===== config.mk =====
export PLATFORM = sky130hd
export DESIGN_NAME = ysyx_201979054_burst_ctrl_flat
export DESIGN_NICKNAME = d
export VERILOG_FILES = /design/src/rtl/ysyx_201979054_burst_ctrl_if.sv /design/src/rtl/ysyx_201979054_burst_ctrl.sv /design/src/flat_wrapper.sv
export SDC_FILE = /design/constraint.sdc
export NUM_CORES = 1
export LEC_CHECK = 0
export CORE_MARGIN = 1.5
export CORE_UTILIZATION = 49
export CTS_CLUSTER_SIZE = 30
export DETAILED_ROUTE_END_ITERATION = 10
export PLACE_DENSITY = 0.76
export SLEW_MARGIN = 20
export SYNTH_ARGS = -nofsm -noshare
export SYNTH_HDL_FRONTEND = slang
export SYNTH_SLANG_ARGS = --single-unit

===== constraint.sdc =====
create_clock -name clk -period 9.12 [get_ports clk]
set_input_delay 1.824 -clock clk [delete_from_list [all_inputs] [get_ports clk]]
set_output_delay 1.824 -clock clk [all_outputs]
set_load 0.05 [all_outputs]

===== src/rtl/ysyx_201979054_burst_ctrl_if.sv =====
// rtl/ysyx_201979054_burst_ctrl_if.sv - descriptor, beat and status signals of the AXI4 burst tracker
interface ysyx_201979054_burst_ctrl_if #(
    parameter int ADDR_WIDTH = 32,
    parameter int LEN_WIDTH  = 8
);
    logic                  i_start;
    logic                  o_start_ready;
    logic [ADDR_WIDTH-1:0] i_addr;
    logic [LEN_WIDTH-1:0]  i_len;
    logic [2:0]            i_size;
    logic [1:0]            i_burst;
    logic                  i_beat;
    logic                  i_abort;
    logic [ADDR_WIDTH-1:0] o_addr;
    logic [LEN_WIDTH-1:0]  o_beat_idx;
    logic                  o_last;
    logic                  o_busy;
    logic                  o_done;
    logic                  o_err;

    // The master FSM issues descriptors and reports completed beats.
    modport master (
        output i_start, i_addr, i_len, i_size, i_burst, i_beat, i_abort,
        input  o_start_ready, o_addr, o_beat_idx, o_last, o_busy, o_done, o_err
    );

    modport slave (
        input  i_start, i_addr, i_len, i_size, i_burst, i_beat, i_abort,
        output o_start_ready, o_addr, o_beat_idx, o_last, o_busy, o_done, o_err
    );
endinterface


===== src/rtl/ysyx_201979054_burst_ctrl.sv =====
// rtl/ysyx_201979054_burst_ctrl.sv - AXI4 full-burst tracker: per-beat address, index, last and done
module ysyx_201979054_burst_ctrl #(
    parameter int ADDR_WIDTH = 32,
    parameter int LEN_WIDTH  = 8,
    parameter int MAX_SIZE   = 3
) (
    input  logic                          clk,
    input  logic                          arst,
    ysyx_201979054_burst_ctrl_if.slave    bus
);

    localparam logic [1:0] BURST_FIXED = 2'b00;
    localparam logic [1:0] BURST_INCR  = 2'b01;
    localparam logic [1:0] BURST_WRAP  = 2'b10;
    localparam logic [1:0] BURST_RSVD  = 2'b11;
    localparam logic [2:0] MAX_SIZE_L  = 3'(MAX_SIZE);
    localparam logic [ADDR_WIDTH-1:0] ONE = ADDR_WIDTH'(1);

    typedef enum logic [1:0] {
        ST_IDLE  = 2'd0,
        ST_BURST = 2'd1,
        ST_DONE  = 2'd2,
        ST_ERR   = 2'd3
    } state_t;

    state_t                state_q, state_d;
    logic [ADDR_WIDTH-1:0] addr_q, addr_d;
    logic [LEN_WIDTH-1:0]  idx_q, idx_d;
    logic [LEN_WIDTH-1:0]  len_q, len_d;
    logic [2:0]            size_q, size_d;
    logic [1:0]            burst_q, burst_d;

    logic                  last;
    logic                  desc_legal;
    logic                  wrap_len_ok;
    logic [ADDR_WIDTH-1:0] in_step;
    logic [ADDR_WIDTH-1:0] step;
    logic [ADDR_WIDTH-1:0] wrap_mask;
    logic [ADDR_WIDTH-1:0] incr_addr;
    logic [ADDR_WIDTH-1:0] next_addr;

    // Descriptor legality is judged on the live inputs in the accept cycle.
    assign in_step     = ONE << bus.i_size;
    assign wrap_len_ok = (bus.i_len == LEN_WIDTH'(1)) || (bus.i_len == LEN_WIDTH'(3)) ||
                         (bus.i_len == LEN_WIDTH'(7)) || (bus.i_len == LEN_WIDTH'(15));

    always_comb begin
        desc_legal = 1'b1;
        if (bus.i_burst == BURST_RSVD) begin
            desc_legal = 1'b0;
        end
        if (bus.i_size > MAX_SIZE_L) begin
            desc_legal = 1'b0;
        end
        if (bus.i_burst == BURST_WRAP) begin
            if (!wrap_len_ok || ((bus.i_addr & (in_step - ONE)) != '0)) begin
                desc_legal = 1'b0;
            end
        end
    end

    // WRAP keeps the upper address bits and lets the low bits roll inside the burst window.
    assign step      = ONE << size_q;
    assign wrap_mask = ((ADDR_WIDTH'(len_q) + ONE) << size_q) - ONE;
    assign incr_addr = addr_q + step;

    always_comb begin
        next_addr = addr_q;
        case (burst_q)
            BURST_FIXED: next_addr = addr_q;
            BURST_INCR:  next_addr = incr_addr;
            BURST_WRAP:  next_addr = (addr_q & ~wrap_mask) | (incr_addr & wrap_mask);
            default:     next_addr = addr_q;
        endcase
    end

    assign last = (state_q == ST_BURST) && (idx_q == len_q);

    always_comb begin
        state_d = state_q;
        addr_d  = addr_q;
        idx_d   = idx_q;
        len_d   = len_q;
        size_d  = size_q;
        burst_d = burst_q;
        case (state_q)
            ST_IDLE: begin
                if (bus.i_start) begin
                    len_d   = bus.i_len;
                    size_d  = bus.i_size;
                    burst_d = bus.i_burst;
                    if (desc_legal) begin
                        state_d = ST_BURST;
                        addr_d  = bus.i_addr;
                        idx_d   = '0;
                    end else begin
                        state_d = ST_ERR;
                    end
                end
            end
            ST_BURST: begin
                // Abort wins over a beat reported in the same cycle.
                if (bus.i_abort) begin
                    state_d = ST_IDLE;
                end else if (bus.i_beat) begin
                    if (last) begin
                        state_d = ST_DONE;
                    end else begin
                        idx_d  = idx_q + LEN_WIDTH'(1);
                        addr_d = next_addr;
                    end
                end
            end
            ST_DONE: state_d = ST_IDLE;
            ST_ERR:  state_d = ST_IDLE;
            default: state_d = ST_IDLE;
        endcase
    end

    always_ff @(posedge clk) begin
        if (arst) begin
            state_q <= ST_IDLE;
            addr_q  <= '0;
            idx_q   <= '0;
            len_q   <= '0;
            size_q  <= '0;
            burst_q <= '0;
        end else begin
            state_q <= state_d;
            addr_q  <= addr_d;
            idx_q   <= idx_d;
            len_q   <= len_d;
            size_q  <= size_d;
            burst_q <= burst_d;
        end
    end

    assign bus.o_start_ready = (state_q == ST_IDLE);
    assign bus.o_busy        = (state_q == ST_BURST);
    assign bus.o_done        = (state_q == ST_DONE);
    assign bus.o_err         = (state_q == ST_ERR);
    assign bus.o_last        = last;
    assign bus.o_addr        = addr_q;
    assign bus.o_beat_idx    = idx_q;

endmodule

===== src/flat_wrapper.sv =====
// flat-port wrapper written by rule: the top's interface ports become plain ports
module ysyx_201979054_burst_ctrl_flat 
#(
    parameter int ADDR_WIDTH = 32,
    parameter int LEN_WIDTH  = 8,
    parameter int MAX_SIZE   = 3
)
  (clk, arst, bus_i_start, bus_i_addr, bus_i_len, bus_i_size, bus_i_burst, bus_i_beat, bus_i_abort, bus_o_start_ready, bus_o_addr, bus_o_beat_idx, bus_o_last, bus_o_busy, bus_o_done, bus_o_err);
  ysyx_201979054_burst_ctrl_if #(.ADDR_WIDTH(ADDR_WIDTH), .LEN_WIDTH(LEN_WIDTH)) bus_i ();
  input  logic clk;
  input  logic arst;
  input wire logic [$bits(bus_i.i_start)-1:0] bus_i_start;
  input wire logic [$bits(bus_i.i_addr)-1:0] bus_i_addr;
  input wire logic [$bits(bus_i.i_len)-1:0] bus_i_len;
  input wire logic [$bits(bus_i.i_size)-1:0] bus_i_size;
  input wire logic [$bits(bus_i.i_burst)-1:0] bus_i_burst;
  input wire logic [$bits(bus_i.i_beat)-1:0] bus_i_beat;
  input wire logic [$bits(bus_i.i_abort)-1:0] bus_i_abort;
  output wire logic [$bits(bus_i.o_start_ready)-1:0] bus_o_start_ready;
  output wire logic [$bits(bus_i.o_addr)-1:0] bus_o_addr;
  output wire logic [$bits(bus_i.o_beat_idx)-1:0] bus_o_beat_idx;
  output wire logic [$bits(bus_i.o_last)-1:0] bus_o_last;
  output wire logic [$bits(bus_i.o_busy)-1:0] bus_o_busy;
  output wire logic [$bits(bus_i.o_done)-1:0] bus_o_done;
  output wire logic [$bits(bus_i.o_err)-1:0] bus_o_err;
  assign bus_i.i_start = bus_i_start;
  assign bus_i.i_addr = bus_i_addr;
  assign bus_i.i_len = bus_i_len;
  assign bus_i.i_size = bus_i_size;
  assign bus_i.i_burst = bus_i_burst;
  assign bus_i.i_beat = bus_i_beat;
  assign bus_i.i_abort = bus_i_abort;
  assign bus_o_start_ready = bus_i.o_start_ready;
  assign bus_o_addr = bus_i.o_addr;
  assign bus_o_beat_idx = bus_i.o_beat_idx;
  assign bus_o_last = bus_i.o_last;
  assign bus_o_busy = bus_i.o_busy;
  assign bus_o_done = bus_i.o_done;
  assign bus_o_err = bus_i.o_err;
  ysyx_201979054_burst_ctrl #(.ADDR_WIDTH(ADDR_WIDTH), .LEN_WIDTH(LEN_WIDTH), .MAX_SIZE(MAX_SIZE)) u_core (.clk(clk), .arst(arst), .bus(bus_i));
endmodule

-- Word level (Yosys, flattened, before mapping)
Index checks and enable logic that the tools add are counted.
- bits in registers: 55
- bits in latches: 0
- RAM bits: 0
- ROM bits: 0
- input port bits: 50
- output and inout port bits: 45
- logic and storage cells: 77
- memories kept: 0
- add/subtract/negate cells: 5
- $mul: 0
- divide/modulo/power cells: 0
- order comparisons: 1
- equality and inequality tests: 20
- shifts and indexed selects: 3
- muxes and demuxes: 23
- bitwise operators: 5
- reduce and logical (&&, ||, !) cells: 14
- operators with widths (kind ; number):
    $mux W32 ; 5
    $pmux W32 S2 ; 2
    $and A32 B32 Y32 ; 3
    $shl A1 B3 Y32 const A ; 2
    $sub A32 B1 Y32 const B ; 2
    $mux W8 ; 5
    $add A32 B32 Y32 ; 1
    $not A32 Y32 ; 1
    $or A32 B32 Y32 ; 1
    $reduce_bool A32 Y1 ; 1
    $shl A32 B3 Y32 ; 1
    $pmux W8 S2 ; 1
    $eq A2 B2 Y1 const B ; 5
    $mux W2 ; 5
    $add A8 B1 Y9 const B ; 1
    $add A8 B1 Y8 const B ; 1
    $eq A8 B1 Y1 const B ; 1
    $eq A8 B2 Y1 const B ; 1
    $eq A8 B3 Y1 const B ; 1
    $eq A8 B4 Y1 const B ; 1
    $eq A8 B8 Y1 ; 1
    $ne A2 B2 Y1 const B ; 4
    $reduce_and A7 Y1 ; 1
    $ne A3 B3 Y1 const B ; 2
    other kinds (15) ; 22

-- Depth between registers and ports, before layout
Gate-level depths: netlist (run 1).
- word-level depth: 11
- gate-level depth with buffers: 18
- gate-level depth less buffers: 16

-- Worst setup path before layout (run 1)
OpenSTA, ideal clock, no wires.
- path type: input -> register
- start point: in bus_i_size[2]
- end point: reg u_core.idx_q[5], in the netlist u_core.bus.o_beat_idx[5]
- setup time: 0.070 ns
- data arrival time: 4.515 ns
- data required time: 9.050 ns
- slack: 4.535 ns
- stages on the path: 15
- path buffers: 2
- cell sequence: clkbuf_1 > nor2_1 > nand2_1 > ha_1 > nand2_1 > nor2_1 > a2111oi_0 > nor2_1 > o32a_1 > o21ai_0 > and2_1 > clkbuf_1 > nand4_1 > or3_1 > a21oi_1
- word-level cells in the longest chain between the ends: 9
- elaborated cells between the ends (all ways): 11
- classes of those cells: add/sub (1); order compare (1); eq/ne (1); shift (1); mux (3); bitwise (1); reduce/logical (3)
- ends and longest elaborated chain (item ; RTL line ; RTL):
    from (decl) ; flat_wrapper.sv:15 ; input wire logic [$bits(bus_i.i_size)-1:0] bus_i_size;
    $shl A1 B3 Y32 ; ysyx_201979054_burst_ctrl.sv:43 ; assign in_step = ONE << bus.i_size;
    $sub A32 B1 Y32 ; ysyx_201979054_burst_ctrl.sv:56 ; if (!wrap_len_ok || ((bus.i_addr & (in_step - ONE)) != '0)) begin
    $and A32 B32 Y32 ; ysyx_201979054_burst_ctrl.sv:56 ;
    $reduce_bool A32 Y1 ; ysyx_201979054_burst_ctrl.sv:56 ;
    $logic_or A1 B1 Y1 ; ysyx_201979054_burst_ctrl.sv:56 ;
    $mux W1 ; ysyx_201979054_burst_ctrl.sv:56 ;
    $mux W1 (*) ; ysyx_201979054_burst_ctrl.sv:55 ; if (bus.i_burst == BURST_WRAP) begin
    $ne A2 B1 Y1 (no source line) (*) ; n/a ;
    $reduce_and A6 Y1 (no source line) (*) ; n/a ;
    to (signal assigned) ; ysyx_201979054_burst_ctrl.sv:131 ; idx_q <= idx_d;
    to (decl) ; ysyx_201979054_burst_ctrl.sv:28 ; logic [LEN_WIDTH-1:0] idx_q, idx_d;
Mark *: on every way between the ends. The rest lies on a longest branch, timed or not.
A chain may end at the register's enable or synchronous reset.

==> reports/qor.yml, run 1 <==
synth-seq-cells: 55
worst_r2r_path_depth: 16
p_per_area_nw_per_um2: 126
drtAntennaViolNets: 0
place_congestion: 0.961
yosysWarningCount: 0
grt_pass1_vias: 5053
firstDrtPassIters: 5
clk_pin_slew_worst_paths_ns: 0.12
dp_hpwl_um: 11800
die_area_um2: 10700
ys_types: 83
area_growth_pct: 21.8
grtUsageTotal_pct: 30.2
cts_tree: "yes"
hold_viol_final: 0
port_buffers: 94
ys_async_sr_fraction_pct: 0
top_layer: "met4"
worst_ep_arrival_time_ns: 5.30
fin_skew_ns: 0.0112
synthTopCellsByArea: "dfxtp_1 22%, nand2_1 7.4%, nor2_1 6.1%"
crit_start: "bus_i_size[2]"
antenna_found_initial: 0
fin_crit_ns: 5.04
synth_edf_count: 0
status: "finished clean"
rsz0062_at_grt: "false"
synth_ff_type: "dfxtp_1"
cp.depth: 14
drc: 0
yosysTopAreaCell: "dfxtp_1"
worst_pin_slew_ns: 0.945
syn_inst: 700
synth_xor_xnor_area_share_pct: 5.34
vias: 5568
fin_crit_sh_pct: 55.3
synth_compound_area_share_pct: 29.0
setup_viol: 0
overflow: 0
leakage_nw: 2.07
place_ws_ns: 3.81
antennaDiodeCount: 0
cp-end-kind: "flop"
startpoint_type: "input port"
fill_cells: 933
mostFrequentLayoutCells: "97 x nand2_1, 94 x clkdlybuf4s50_1, 80 x nor2_1, 58 x a21oi_1, 55 x dfxtp_1"
crit_type: "in -> reg"
drt_iter0_drc: 373
setup_ws_ns: 4.08
drv_cap: 0
met2_wirelength_um: 7410
rows: 36
worstHoldPathType: "reg -> reg"
crit_chain: "clkdlybuf4s50_1, nor2_1, nand2_1, ha_1, nor4b_1, a2111oi_0, nand4_1, o32a_1, o21ai_1, buf_4, inv_1, a31o_2, or3_1, o31ai_1"
io_pins: 95
clock_path_buffers: 2
seq_area_frac_synth_pct: 22.4
chipWidth_um: 103
syn_nets: 765
die_y_um: 103
required_ns: 9.38
crit_fanout: 22
rr_startpoint: "u_core.size_q[0]"
layout_commonest_cell: "nand2_1"
critPathTopFamily: "compound AO/OA/AOI/OAI gates"
synth.top_cell.area_share_pct: 22.4
start_util_pct: 50.4
cts_setup_buffers: 0
r2r_slack_ns: 4.59
wl_met3_um: 1420
cts_buffers: 5
yosys.area_share.simple_pct: 31.8
crit_buf_inv: 3
layout-drive-gt1-share_pct: 4.61
clkSinkCount: 55
ctsResizeCount: 0
slew_headroom_pct: 36.5
htreeDepth: 2
avgSynthCellArea_um2: 7.04
cts_hold_buf: 0
grt_pass1_wl_um: 25400
synth_fa_ha_area_share_pct: 3.96
setup_tns_ns: 0
wl_per_cell_um: 17.8
syn_area_um2: 4920
clock.fmax_ghz: 0.198
max-vdd-ir-drop_v: 0.0000806
muxShareOfSynthArea_pct: 1.45
synth_top_family_by_area: "simple AND/OR/NAND/NOR gates"
clock_latency_ns: 0.33
via_per_inst: 6.24
core_area_um2: 9770
report.final.slew_viol_count: 0
crit_slowest_cell: "clkdlybuf4s50_1"
routed_wl_um: 15900
fin_nets: 824
cts_root_buffer: "clkbuf_8"
wl_met1_um: 6750
slowest_delay_ns: 0.69
grt_max_degree: 63
## metrics by stage
step           instance area [um^2]  cells  hold slack (ns)  power [mW]  util (%)
2_1_floorplan                  4920    700            0.453       0.482         -
3_5_place_dp                   5870    885            0.484       0.573      60.1
6_report                       6000    893            0.514       0.756      61.4
5_1_grt                        6000    893            0.526       0.790      61.4
4_1_cts                        6000    893            0.503       0.750      61.4
3_3_place_gp                   5870    885            0.466       0.569      60.1
## final cells by class
type / instances / area (um^2) / share of cell area (%)
multi-input cells: 572 / 3530 / 58.8
flip-flops and latches: 55 / 1100 / 18.4
repair buffers: 100 / 986 / 16.4
well taps: 133 / 166 / 2.77
inverters: 25 / 93.8 / 1.56
clock buffers: 5 / 68.8 / 1.15
clock inverters: 3 / 55.1 / 0.918
## logic make-up (layout without fill, tap and decap cells)
logic type / count (synthesis) / after routing
mux: 7 / 7
simple gates: 315 / 315
flops: 55 / 55
buf+inv: 73 / 133
compound gates: 205 / 205
fa+ha+maj: 15 / 15
xor+xnor: 30 / 30
## synthesized netlist by cell type (all sizes together) (5+ instances only)
cell type and count:
nand2 97, nor2 80, a21oi 59, dfxtp 55
clkbuf 30, o21ai 29, inv 24, nand3 20
xnor2 19, buf 18, nand2b 18, ha 14
nand4 14, nor3 14, nor4 14, o31ai 11
o32ai 11, xor2 11, a31oi 10, nor2b 9
or3 9, and2 8, a2111oi 7, a21o 7
a22o 7, o31a 7, and3 6, mux2i 6
a211o 5, a211oi 5, o21a 5
## metal layers
metal | global-route usage, % | vias to the layer above
li1 | - | 2685
met1 | 41.8 | 2591
met2 | 48.1 | 266
met3 | 4.97 | 26
met4 | 9.67 | 0
met5 | 0 | -
## power breakdown
group          internal (mW)  switching, mW
clock network         0.0848         0.0972
registers              0.255         0.0295
logic                  0.114          0.176
## worst min-delay path by stage
stage	endpoint	cells past startpoint	slack (ns)	from
detailed placement	u_core.burst_q[1]	2	0.48	u_core.burst_q[1]
CTS	u_core.burst_q[1]	2	0.50	u_core.burst_q[1]
global placement	u_core.burst_q[1]	2	0.47	u_core.burst_q[1]
finish	u_core.burst_q[1]	2	0.51	u_core.burst_q[1]
global route	u_core.burst_q[1]	2	0.53	u_core.burst_q[1]
floorplan	u_core.burst_q[1]	2	0.45	u_core.burst_q[1]
## worst register-to-register path: stages (launching register included)
cell,delay [ns]
dfxtp_1,0.54
clkinv_1,0.31
nand2_1,0.18
nor2_1,0.13
ha_1,0.18
inv_1,0.05
fa_1,0.39
nor2b_1,0.15
o21ai_0,0.13
a21boi_0,0.36
o22ai_1,0.26
nor3_1,0.71
and3_1,0.30
and2_1,0.21
nand3_1,0.12
o31a_1,0.25
o32ai_1,0.15
Power figures use the tool's default switching activity.
==> inputs of run 2 (changes only) <==
- CORE_UTILIZATION: 49 -> 48
- PLACE_DENSITY: 0.76 -> 0.78
- clock period: 9.12 -> 4.5 ns (I/O delays scaled with it)
==> run 2 against run 1 <==
Net effect:
- non-clock buffer count increased by 13
- sequential power grew 100%
- clock power up 71%
- cell area is 1.3% higher
- critical path depth shrank 3
==> reports/qor.yml, run 2 (same netlist as run 1, synthesis figures left out) <==
cts_hold_buf: 0
layout_commonest_cell: "nand2_1"
cp-end-kind: "flop"
clkPwrFrac_pct: 21.0
worstHoldPathType: "reg -> reg"
holdPathStages: 2
rows: 36
hold_viol_final: 0
cts_root_buffer: "clkbuf_8"
dp_hpwl_um: 12400
final_area_um2: 6070
p_total_mw: 1.49
cts_tree: "yes"
seq_power_share_pct: 38.4
drt_iter0_drc: 383
hold_end: "u_core.burst_q[1]"
chipWidth_um: 104
min-delay-start: "u_core.burst_q[1]"
netSwitchingPower_mw: 0.601
port_buffers: 94
setup_viol: 0
core_area_um2: 9860
rr_startpoint: "u_core.len_q[1]"
start_util_pct: 49.9
place_area_um2: 5970
antenna_found_initial: 0
mostFrequentLayoutCells: "97 x nand2_1, 94 x clkdlybuf4s50_1, 80 x nor2_1, 58 x a21oi_1, 55 x dfxtp_1"
die_y_um: 104
grt_pass1_vias: 5238
io_pins: 95
worst_pin_slew_ns: 0.913
fill_cells: 897
drv_cap: 0
combPwrFrac_pct: 40.6
crit_type: "reg -> reg"
grt_pass1_wl_um: 26700
fin_skew_ns: 0.00891
place_congestion: 0.960
drc: 0
place_ws_ns: 0.0928
setup_ws_ns: 0.301
die_area_um2: 10900
ctsResizeCount: 0
startpoint_type: "flop"
antennaDiodeCount: 0
clk_pin_slew_worst_paths_ns: 0.11
clock.fmax_ghz: 0.238
layout-drive-gt1-share_pct: 6.21
firstDrtPassIters: 5
overflow: 0
slew_headroom_pct: 38.6
wl_per_cell_um: 18.0
p_per_area_nw_per_um2: 245
htreeDepth: 2
clock_latency_ns: 0.32
grtUsageTotal_pct: 29.5
holdWs_ns: 0.500
grt_max_degree: 63
max-vdd-ir-drop_v: 0.000169
cts_buffers: 5
vias: 5711
p_int_mw: 0.886
report.final.slew_viol_count: 0
r2r_slack_ns: 0.30
area_growth_pct: 23.3
via_per_inst: 6.30
cts_setup_buffers: 0
setup_tns_ns: 0
fin_crit_sh_pct: 93.3
required_ns: 4.72
fin_crit_ns: 4.20
crit_fanout: 9
worst_r2r_path_depth: 11
leakage_nw: 2.12
routed_wl_um: 16300
fin_nets: 837
clock_path_buffers: 2
drtAntennaViolNets: 0
status: "finished clean"
clkSinkCount: 55
worst_ep_arrival_time_ns: 4.42
rsz0062_at_grt: "false"
swShare_pct: 40.4
-- run 2: per-stage QoR --
step / cells / utilization [%]
floorplan: 700 / -
finish: 906 / 61.6
global route: 906 / 61.6
detailed placement: 898 / 60.5
CTS: 906 / 61.6
global placement: 898 / 60.5
-- run 2: how the worst max path moves through the flow --
| stage | slack, ns | end | cells after the start | start |
|---|---|---|---|---|
| 2_1_floorplan | 0.59 | flop | 18 | u_core.size_q[2] |
| 3_3_place_gp | 0.35 | flop | 14 | bus_i_size[1] |
| 3_5_place_dp | 0.09 | flop | 15 | bus_i_size[1] |
| 4_1_cts | 0.40 | flop | 11 | u_core.len_q[1] |
| 5_1_grt | 0.01 | flop | 14 | bus_i_size[1] |
| 6_report | 0.30 | flop | 11 | u_core.len_q[1] |
-- run 2: power groups by stage --
| stage | combinational (mW) | clock [mW] | sequential, mW |
|---|---|---|---|
| after floorplan | 0.363 | 0 | 0.614 |
| after global placement | 0.584 | 0 | 0.580 |
| after detailed placement | 0.593 | 0 | 0.580 |
| after CTS | 0.596 | 0.316 | 0.570 |
| after global routing | 0.656 | 0.334 | 0.577 |
| final | 0.604 | 0.312 | 0.571 |
-- run 2: area by class of cell --
type / count / area, um^2 / share of cell area [%]
multi-input combinational: 572 / 3530 / 58.1
clock buffer: 6 / 82.6 / 1.36
tap: 133 / 166 / 2.74
timing repair buffer: 113 / 1080 / 17.8
inverter: 25 / 93.8 / 1.55
clock inverter: 2 / 20.0 / 0.330
sequential: 55 / 1100 / 18.1
-- run 2: critical path, cell delays in order, from the launching register on --
cell and delay (ns):
dfxtp_1 0.55, ha_1 0.40, nand3_1 0.22, a31o_1 0.30, nor4_1 0.32, a311o_2 0.23, or4b_4 0.52, nor4_4 0.41
and4_1 0.30, o21ai_2 0.15, or2_0 0.45, o32ai_1 0.22
-- run 2: layer usage --
layer	vias up	track usage, %	share of wire, %
li1	2709	-	-
met1	2657	38.9	42
met2	293	48.4	46
met3	52	4.26	7.9
met4	0	11.7	3.6
met5	-	0	0
==> inputs of run 3 (changes only) <==
- PLACE_DENSITY: 0.78 -> default
- PLACE_DENSITY_LB_ADDON: default -> 0.2
==> run 3 against run 2 <==
Net effect:
- sequential power is essentially flat
- critical path depth increased by 3
- via count decreased by 0.79%
- routed wire length is 2.4% higher
- first-iteration DRC count rose by 34%
- utilization increased by 0.43 points
==> reports/qor.yml, run 3 (same netlist as run 1, synthesis figures left out) <==
seq_power_share_pct: 37.4
fin_crit_sh_pct: 94.9
cts_root_buffer: "clkbuf_8"
fin_nets: 842
grt_pass1_wl_um: 26800
p_total_mw: 1.52
final_cells: 910
fin_crit_ns: 4.27
clkPwrFrac_pct: 22.2
via_per_inst: 6.23
dp_hpwl_um: 12700
startpoint_type: "input port"
antennaDiodeCount: 0
cts_setup_buffers: 0
rsz0062_at_grt: "false"
fill_cells: 893
clk_pin_slew_worst_paths_ns: 0.12
clkSinkCount: 55
overflow: 0
routed_wl_um: 16700
place_ws_ns: 0.0518
drc: 0
slew_headroom_pct: 26.4
clock.fmax_ghz: 0.234
io_pins: 95
firstDrtPassIters: 6
grt_pass1_vias: 5309
worst_pin_slew_ns: 1.10
p_per_area_nw_per_um2: 249
fin_skew_ns: 0.0174
r2r_slack_ns: 0.44
start_util_pct: 49.9
p_int_mw: 0.924
vias: 5666
report.final.slew_viol_count: 0
cp-end-kind: "flop"
cts_buffers: 5
crit_fanout: 21
chipWidth_um: 104
layout-drive-gt1-share_pct: 6.69
place_congestion: 0.905
layout.area.seq_um2: 1100
mostFrequentLayoutCells: "97 x nand2_1, 94 x clkdlybuf4s50_1, 80 x nor2_1, 58 x a21oi_1, 55 x dfxtp_1"
core_area_um2: 9860
holdWs_ns: 0.495
drtAntennaViolNets: 0
rows: 36
dp.cells: 903
worstHoldPathType: "reg -> reg"
combPwrFrac_pct: 40.4
port_buffers: 94
htreeDepth: 2
area_growth_pct: 24.2
setup_ws_ns: 0.228
rr_startpoint: "u_core.size_q[0]"
crit_start: "bus_i_size[1]"
leakage_nw: 2.14
antenna_found_initial: 0
clock_path_buffers: 2
wl_per_cell_um: 18.3
hold_viol_final: 0
die_y_um: 104
drv_cap: 0
required_ns: 4.72
worst_r2r_path_depth: 16
grtUsageTotal_pct: 30.1
clock_latency_ns: 0.32
drt_iter0_drc: 513
multi_input_comb_area_um2: 3530
layout_commonest_cell: "nand2_1"
swShare_pct: 39.3
grt_max_degree: 63
worst_ep_arrival_time_ns: 4.49
setup_tns_ns: 0
max-vdd-ir-drop_v: 0.000183
setup_viol: 0
cts_tree: "yes"
crit_type: "in -> reg"
status: "finished clean"
netSwitchingPower_mw: 0.598
die_area_um2: 10900
run 3: changes by cell type in the layout (fill, tap and decap cells not counted), sizes merged:
cell      delta
buf          +5
bufinv       +1
inv          -1
clkinv       -1
clkbuf       -1
clkinvlp     +1
run 3: critical path: stages:
cell             delay (ns)
clkdlybuf4s50_1        0.57
nor2_1                 0.21
nand2_1                0.08
ha_1                   0.26
nand2_1                0.10
nor2_1                 0.06
a2111oi_1              0.49
nor2_1                 0.10
o32a_1                 0.39
o21ai_1                0.23
buf_4                  0.30
o21ai_2                0.16
or2_0                  0.41
o32ai_1                0.21
run 3: metal layers:
metal	up-vias	GRT usage [%]	routed length (um)
met3	44	3.51	1110
li1	2715	-	-
met5	-	0	0
met4	0	10.5	480
met1	2672	38.9	7060
met2	235	51.4	8020
run 3: power groups by stage:
stage | sequential [mW] | clock (mW) | combinational (mW)
finish | 0.569 | 0.338 | 0.615
global route | 0.575 | 0.354 | 0.663
CTS | 0.567 | 0.334 | 0.607
detailed placement | 0.578 | 0 | 0.603
global placement | 0.578 | 0 | 0.594
floorplan | 0.614 | 0 | 0.363
run 3: timing repair:
item | CTS | global route
hold buffers | 0 | 0
gates resized for setup | 0 | 1
endpoints found under the setup margin | 0 | 8
run 3: worst min-delay path by stage:
| stage | end | cells after the start | startpoint | slack (ns) |
|---|---|---|---|---|
| global placement | u_core.burst_q[1] | 2 | u_core.burst_q[1] | 0.47 |
| detailed placement | u_core.burst_q[1] | 2 | u_core.burst_q[1] | 0.48 |
| global route | u_core.burst_q[0] | 2 | u_core.burst_q[0] | 0.53 |
| floorplan | u_core.burst_q[1] | 2 | u_core.burst_q[1] | 0.45 |
| finish | u_core.burst_q[0] | 2 | u_core.burst_q[0] | 0.50 |
| CTS | u_core.burst_q[1] | 2 | u_core.burst_q[1] | 0.49 |
run 3: final cells by class:
type / instances / share of cell area [%]
Timing Repair Buffer: 118 / 18.3
Sequential cell: 55 / 18.0
Inverter: 25 / 1.53
Clock buffer: 5 / 1.13
Tap cell: 133 / 2.72
Multi-Input combinational cell: 572 / 57.7
Clock inverter: 2 / 0.614
run 3: metrics by stage:
stage          area [um^2]  utilization (%)
2_1_floorplan         4920                -
3_3_place_gp          6010             60.9
3_5_place_dp          6010             60.9
4_1_cts               6110             62.0
5_1_grt               6120             62.0
6_report              6120             62.0
